`config.mk`:
```
export PLATFORM = sky130hd
export DESIGN_NAME = alu_share_arb
export DESIGN_NICKNAME = d
export VERILOG_FILES = /design/src/rtl/alu_share_arb.sv
export SDC_FILE = /design/constraint.sdc
export NUM_CORES = 1
export LEC_CHECK = 0
export ABC_AREA = 1
export BUFFER_PORTS_ARGS = -buffer_cell sky130_fd_sc_hd__buf_2
export CORE_MARGIN = 2
export CORE_UTILIZATION = 45
export CTS_CLUSTER_SIZE = 40
export DETAILED_ROUTE_END_ITERATION = 8
export HOLD_SLACK_MARGIN = 0.1
export PLACE_DENSITY = 0.77
export REMOVE_ABC_BUFFERS = 1
export SYNTH_ARGS = -nofsm -noshare
export SYNTH_HDL_FRONTEND = slang
export SYNTH_SLANG_ARGS = --single-unit
```
`constraint.sdc`:
```
create_clock -name clk -period 4.2 [get_ports clk]
set_input_delay 0.84 -clock clk [delete_from_list [all_inputs] [get_ports clk]]
set_output_delay 0.84 -clock clk [all_outputs]
set_load 0.02 [all_outputs]
```
`src/rtl/alu_share_arb.sv`:
```
// Two-port front end for a single RV32I ALU: round-robin arbitration, one issue per
// cycle, and a one-entry registered response slot per requester.
module alu_share_arb #(
  parameter int N_BITS   = 32,
  parameter int TAG_BITS = 4
) (
  input  logic                     clk,
  input  logic                     rst_n,
  input  logic [1:0]               req_valid_i,
  output logic [1:0]               req_ready_o,
  input  logic [1:0][3:0]          req_op_i,
  input  logic [1:0][N_BITS-1:0]   req_a_i,
  input  logic [1:0][N_BITS-1:0]   req_b_i,
  input  logic [1:0][TAG_BITS-1:0] req_tag_i,
  output logic [1:0]               rsp_valid_o,
  input  logic [1:0]               rsp_ready_i,
  output logic [1:0][N_BITS-1:0]   rsp_data_o,
  output logic [1:0][TAG_BITS-1:0] rsp_tag_o,
  output logic [1:0]               rsp_err_o,
  output logic                     busy_o,
  output logic                     dbg_rr_ptr_o,
  output logic [1:0]               dbg_slot_full_o
);

  // Handshake: a transfer happens on a rising edge where valid && ready. Requesters hold
  // valid and payload stable until ready; responses stay stable while valid && !ready.

  localparam int SHW = $clog2(N_BITS);

  typedef enum logic {SLOT_EMPTY = 1'b0, SLOT_FULL = 1'b1} slot_e;

  slot_e                slot_q [2];
  slot_e                slot_d [2];
  logic [N_BITS-1:0]    data_q [2];
  logic [N_BITS-1:0]    data_d [2];
  logic [TAG_BITS-1:0]  tag_q  [2];
  logic [TAG_BITS-1:0]  tag_d  [2];
  logic [1:0]           err_q;
  logic [1:0]           err_d;
  logic                 rr_q;
  logic                 rr_d;

  logic [1:0]           elig;
  logic [1:0]           grant;
  logic                 win;
  logic [3:0]           op;
  logic [N_BITS-1:0]    op_a;
  logic [N_BITS-1:0]    op_b;
  logic [SHW-1:0]       shamt;
  logic [N_BITS-1:0]    alu_res;
  logic                 alu_err;

  // A full slot can accept a new result only if it is draining this same cycle.
  always_comb begin
    for (int p = 0; p < 2; p++) begin
      elig[p] = req_valid_i[p] && ((slot_q[p] == SLOT_EMPTY) || rsp_ready_i[p]);
    end
    grant = elig;
    if (&elig) begin
      grant = rr_q ? 2'b10 : 2'b01;
    end
  end

  assign win   = grant[1];
  assign op    = req_op_i[win];
  assign op_a  = req_a_i[win];
  assign op_b  = req_b_i[win];
  assign shamt = op_b[SHW-1:0];

  always_comb begin
    alu_res = '0;
    alu_err = 1'b0;
    case (op)
      4'b0000: alu_res = op_a + op_b;
      4'b0001: alu_res = op_a - op_b;
      4'b0010: alu_res = op_a << shamt;
      4'b0100: alu_res = {{(N_BITS-1){1'b0}}, ($signed(op_a) < $signed(op_b))};
      4'b0110: alu_res = {{(N_BITS-1){1'b0}}, (op_a < op_b)};
      4'b1000: alu_res = op_a ^ op_b;
      4'b1010: alu_res = op_a >> shamt;
      4'b1011: alu_res = $unsigned($signed(op_a) >>> shamt);
      4'b1100: alu_res = op_a | op_b;
      4'b1110: alu_res = op_a & op_b;
      default: alu_err = 1'b1;
    endcase
  end

  always_comb begin
    for (int p = 0; p < 2; p++) begin
      slot_d[p] = slot_q[p];
      data_d[p] = data_q[p];
      tag_d[p]  = tag_q[p];
      err_d[p]  = err_q[p];
      if (grant[p]) begin
        slot_d[p] = SLOT_FULL;
        data_d[p] = alu_res;
        tag_d[p]  = req_tag_i[p];
        err_d[p]  = alu_err;
      end else if ((slot_q[p] == SLOT_FULL) && rsp_ready_i[p]) begin
        slot_d[p] = SLOT_EMPTY;
      end
    end
    rr_d = (|grant) ? ~win : rr_q;
  end

  always_ff @(posedge clk or negedge rst_n) begin
    if (!rst_n) begin
      for (int p = 0; p < 2; p++) begin
        slot_q[p] <= SLOT_EMPTY;
        data_q[p] <= '0;
        tag_q[p]  <= '0;
      end
      err_q <= '0;
      rr_q  <= 1'b0;
    end else begin
      for (int p = 0; p < 2; p++) begin
        slot_q[p] <= slot_d[p];
        data_q[p] <= data_d[p];
        tag_q[p]  <= tag_d[p];
      end
      err_q <= err_d;
      rr_q  <= rr_d;
    end
  end

  always_comb begin
    for (int p = 0; p < 2; p++) begin
      rsp_valid_o[p]     = (slot_q[p] == SLOT_FULL);
      dbg_slot_full_o[p] = (slot_q[p] == SLOT_FULL);
      rsp_data_o[p]      = data_q[p];
      rsp_tag_o[p]       = tag_q[p];
    end
  end

  assign rsp_err_o    = err_q;
  assign req_ready_o  = grant;
  assign busy_o       = (|rsp_valid_o) || (|req_valid_i);
  assign dbg_rr_ptr_o = rr_q;

endmodule
```
==> reports/qor.csv <==
metric,value,unit
outcome,"finished, final reports clean",
Final Max Slew Viols,0,
# resized after CTS,0,
"FFs w/ async S/R, synth",100,%
gr ovfl total,0,
Worst Tran Pin Value,0.936,ns
Critical Path Sink,rsp_data_o[27],
r2r worst-path depth,17,
Fin Setup TNS,0,ns
"EDFF count, synth",0,
WP data required,4.42,ns
insertion delay to the later sink of the worst-skew pair,0.36,ns
share of cells above drive strength 1,18.6,%
total vias in the final route,18952,
synthesized instance count,2526,
hold buffers post-CTS,0,
DR pass1 iterations,7,
yosys warns,0,
Setup WS post-layout,0.184,ns
initial antenna violation count,2,
Post-Synthesis Cell Area,13700,um2
CTS Buf Count,9,
WHS,0.474,ns
main flop type after synthesis,dfrtp_1,
RD Place Congestion,1.09,
I/O Pins,232,
HPWL after detailed placement,56.4,mm
DRT antenna net count,0,
Routed WL per cell,20.9,um
Tcrit/Tclk final,95.6,%
post-route cell area,16800,um2
Crit. Startpoint,req_valid_i[1],
post-placement setup slack,-0.331,ns
Seq cells post-synth,77,
row cnt,63,
crit path kind,in2reg,
global-route wire length before repair,99.7,mm
CTS tree,done,
worst reg2reg path startpoint,dbg_slot_full_o[1],
H-Tree Depth,3,
final WL,67.8,mm
pin count of the biggest net entering global routing,67,
reg2reg end,rsp_data_o[27],
Post-CTS Setup Bufs,0,
R2R setup slack,0.32,ns
DRC viols,0,
synthesis-to-finish area growth,22.6,%
"Data arrival, critical path",4.23,ns
Yosys top cell area share,22.7,%
max-cap viol count,0,
main area contributors after synthesis,"nand2_1 (23%), nand3_1 (16%), dfrtp_1 (14%)",
Post-Route Skew,0.00921,ns
Die Span X,179,um
crit path max fanout,24,
dpl cell area,16500,um2
All-Layer GR Usage,41.6,%
synth cell count leaders,"nand2_1 (833), nand3_1 (433), inv_1 (291)",
RSZ-0062 raised after global routing,true,
most frequent cell after synthesis,nand2_1,
Peak Freq,249,MHz
Netlist cell types,49,
vias in the first global route,16903,
"Hold Vio Cnt, Final",0,
Crit. End Element,register,
drt initial violations,2313,
Layout Nets,3103,
DR vias/cell,5.83,
"area leader, netlist",nand2_1,
Clock Root Buffer,clkbuf_16,
setup violators final,0,
clk sinks,77,
Starting Density,46.0,%
startpoint types,input pin,
syn_area_per_cell,5.44,um2
Buffers on Ports,231,
pwr dens,465,nW/um2
"Reg clk slew, reported paths",0.06,ns
Max clock buf depth,2,
Rel. slew slack,37.6,%
Core Area,29900,um2
Antenna diodes,0,
register area share after synthesis,14.0,%
Peak VDD IR,294,uV
LEAKAGE,0.00951,uW
Die Y,179,um
die area,32000,um2
Period minus WS final,4.02,ns
HP Class,reg2reg,
## stage by stage
stage / total power, uW / utilization [%] / cells
global route: 8350 / 56.4 / 3250
floorplan: 4320 / - / 2401
finish: 7830 / 56.4 / 3250
detailed placement: 6730 / 55.2 / 3234
CTS: 7650 / 56.3 / 3250
global placement: 6690 / 55.2 / 3234
## layout make-up
cell class | instances | area (um2)
clock buffer | 10 | 239
inverter | 305 | 1150
sequential | 77 | 1930
fill | 3151 | 13000
multi-input combinational | 2019 | 10100
timing repair buffer | 443 | 2880
tap | 390 | 488
clock inverter | 6 | 95.1
## layout by cell type, fill, tap and decap left out, types with 14 or more instances in the layout
| master | count |
|---|---|
| nand2_1 | 831 |
| nand3_1 | 433 |
| inv_1 | 291 |
| buf_2 | 230 |
| nor2_1 | 209 |
| buf_4 | 203 |
| a21oi_1 | 116 |
| o21ai_0 | 107 |
| ha_1 | 94 |
| dfrtp_1 | 77 |
| o21ai_1 | 27 |
| nor3_1 | 21 |
| o21ai_2 | 19 |
| nand3b_1 | 15 |
| o211ai_1 | 14 |
## power breakdown
group	total, uW	internal, uW	switching, uW
logic	5750	1890	3860
clock network	891	542	349
registers	1190	1030	161
## how the worst min path moves through the flow
stage / start / to / slack (ns) / cells past startpoint
final: rsp_tag_o[6] / rsp_tag_o[6] / 0.47 / 2
after global routing: rsp_data_o[15] / rsp_data_o[15] / 0.49 / 2
after CTS: rsp_data_o[31] / rsp_data_o[31] / 0.48 / 2
after detailed placement: rsp_data_o[31] / rsp_data_o[31] / 0.46 / 2
after global placement: rsp_data_o[17] / rsp_data_o[17] / 0.46 / 2
after floorplan: rst_n / dbg_rr_ptr_o / 0.54 / 0
## kinds of logic (layout without fill, tap and decap cells)
family,Yosys count,after routing,synth area share (%)
flops,77,77,14.0
simple gates,1562,1562,48.5
compound gates,356,356,15.2
fa+ha+maj,98,98,9.03
xor+xnor,3,3,0.191
buf+inv,430,764,13.0
## routing by layer
metal / track usage, % / vias up / share of wire, %
li1: - / 8839 / -
met1: 56.1 / 8632 / 41
met2: 62.7 / 1260 / 42
met3: 7.55 / 217 / 11
met4: 22.5 / 4 / 6.2
met5: 0 / - / 0.050
## sequential cells by signal, summed over array words and instances, names as in the netlist
name             count
rsp_data_o          64
rsp_tag_o            8
dbg_slot_full_o      2
rsp_err_o            2
dbg_rr_ptr_o         1
## worst max-delay path: stages
cell,delay [ns]
buf_2,0.09
inv_1,0.06
a21oi_4,0.20
buf_4,0.37
nand3b_1,0.12
nand2_1,0.16
inv_1,0.09
ha_1,0.49
inv_1,0.15
a21oi_1,0.24
o21ai_0,0.17
nand2_1,0.09
nand2_1,0.10
a211oi_1,0.42
nand3_1,0.13
nand3_1,0.10
nand2_1,0.05
nor2_1,0.25
o21ai_1,0.09
Power figures use the tool's default switching activity.
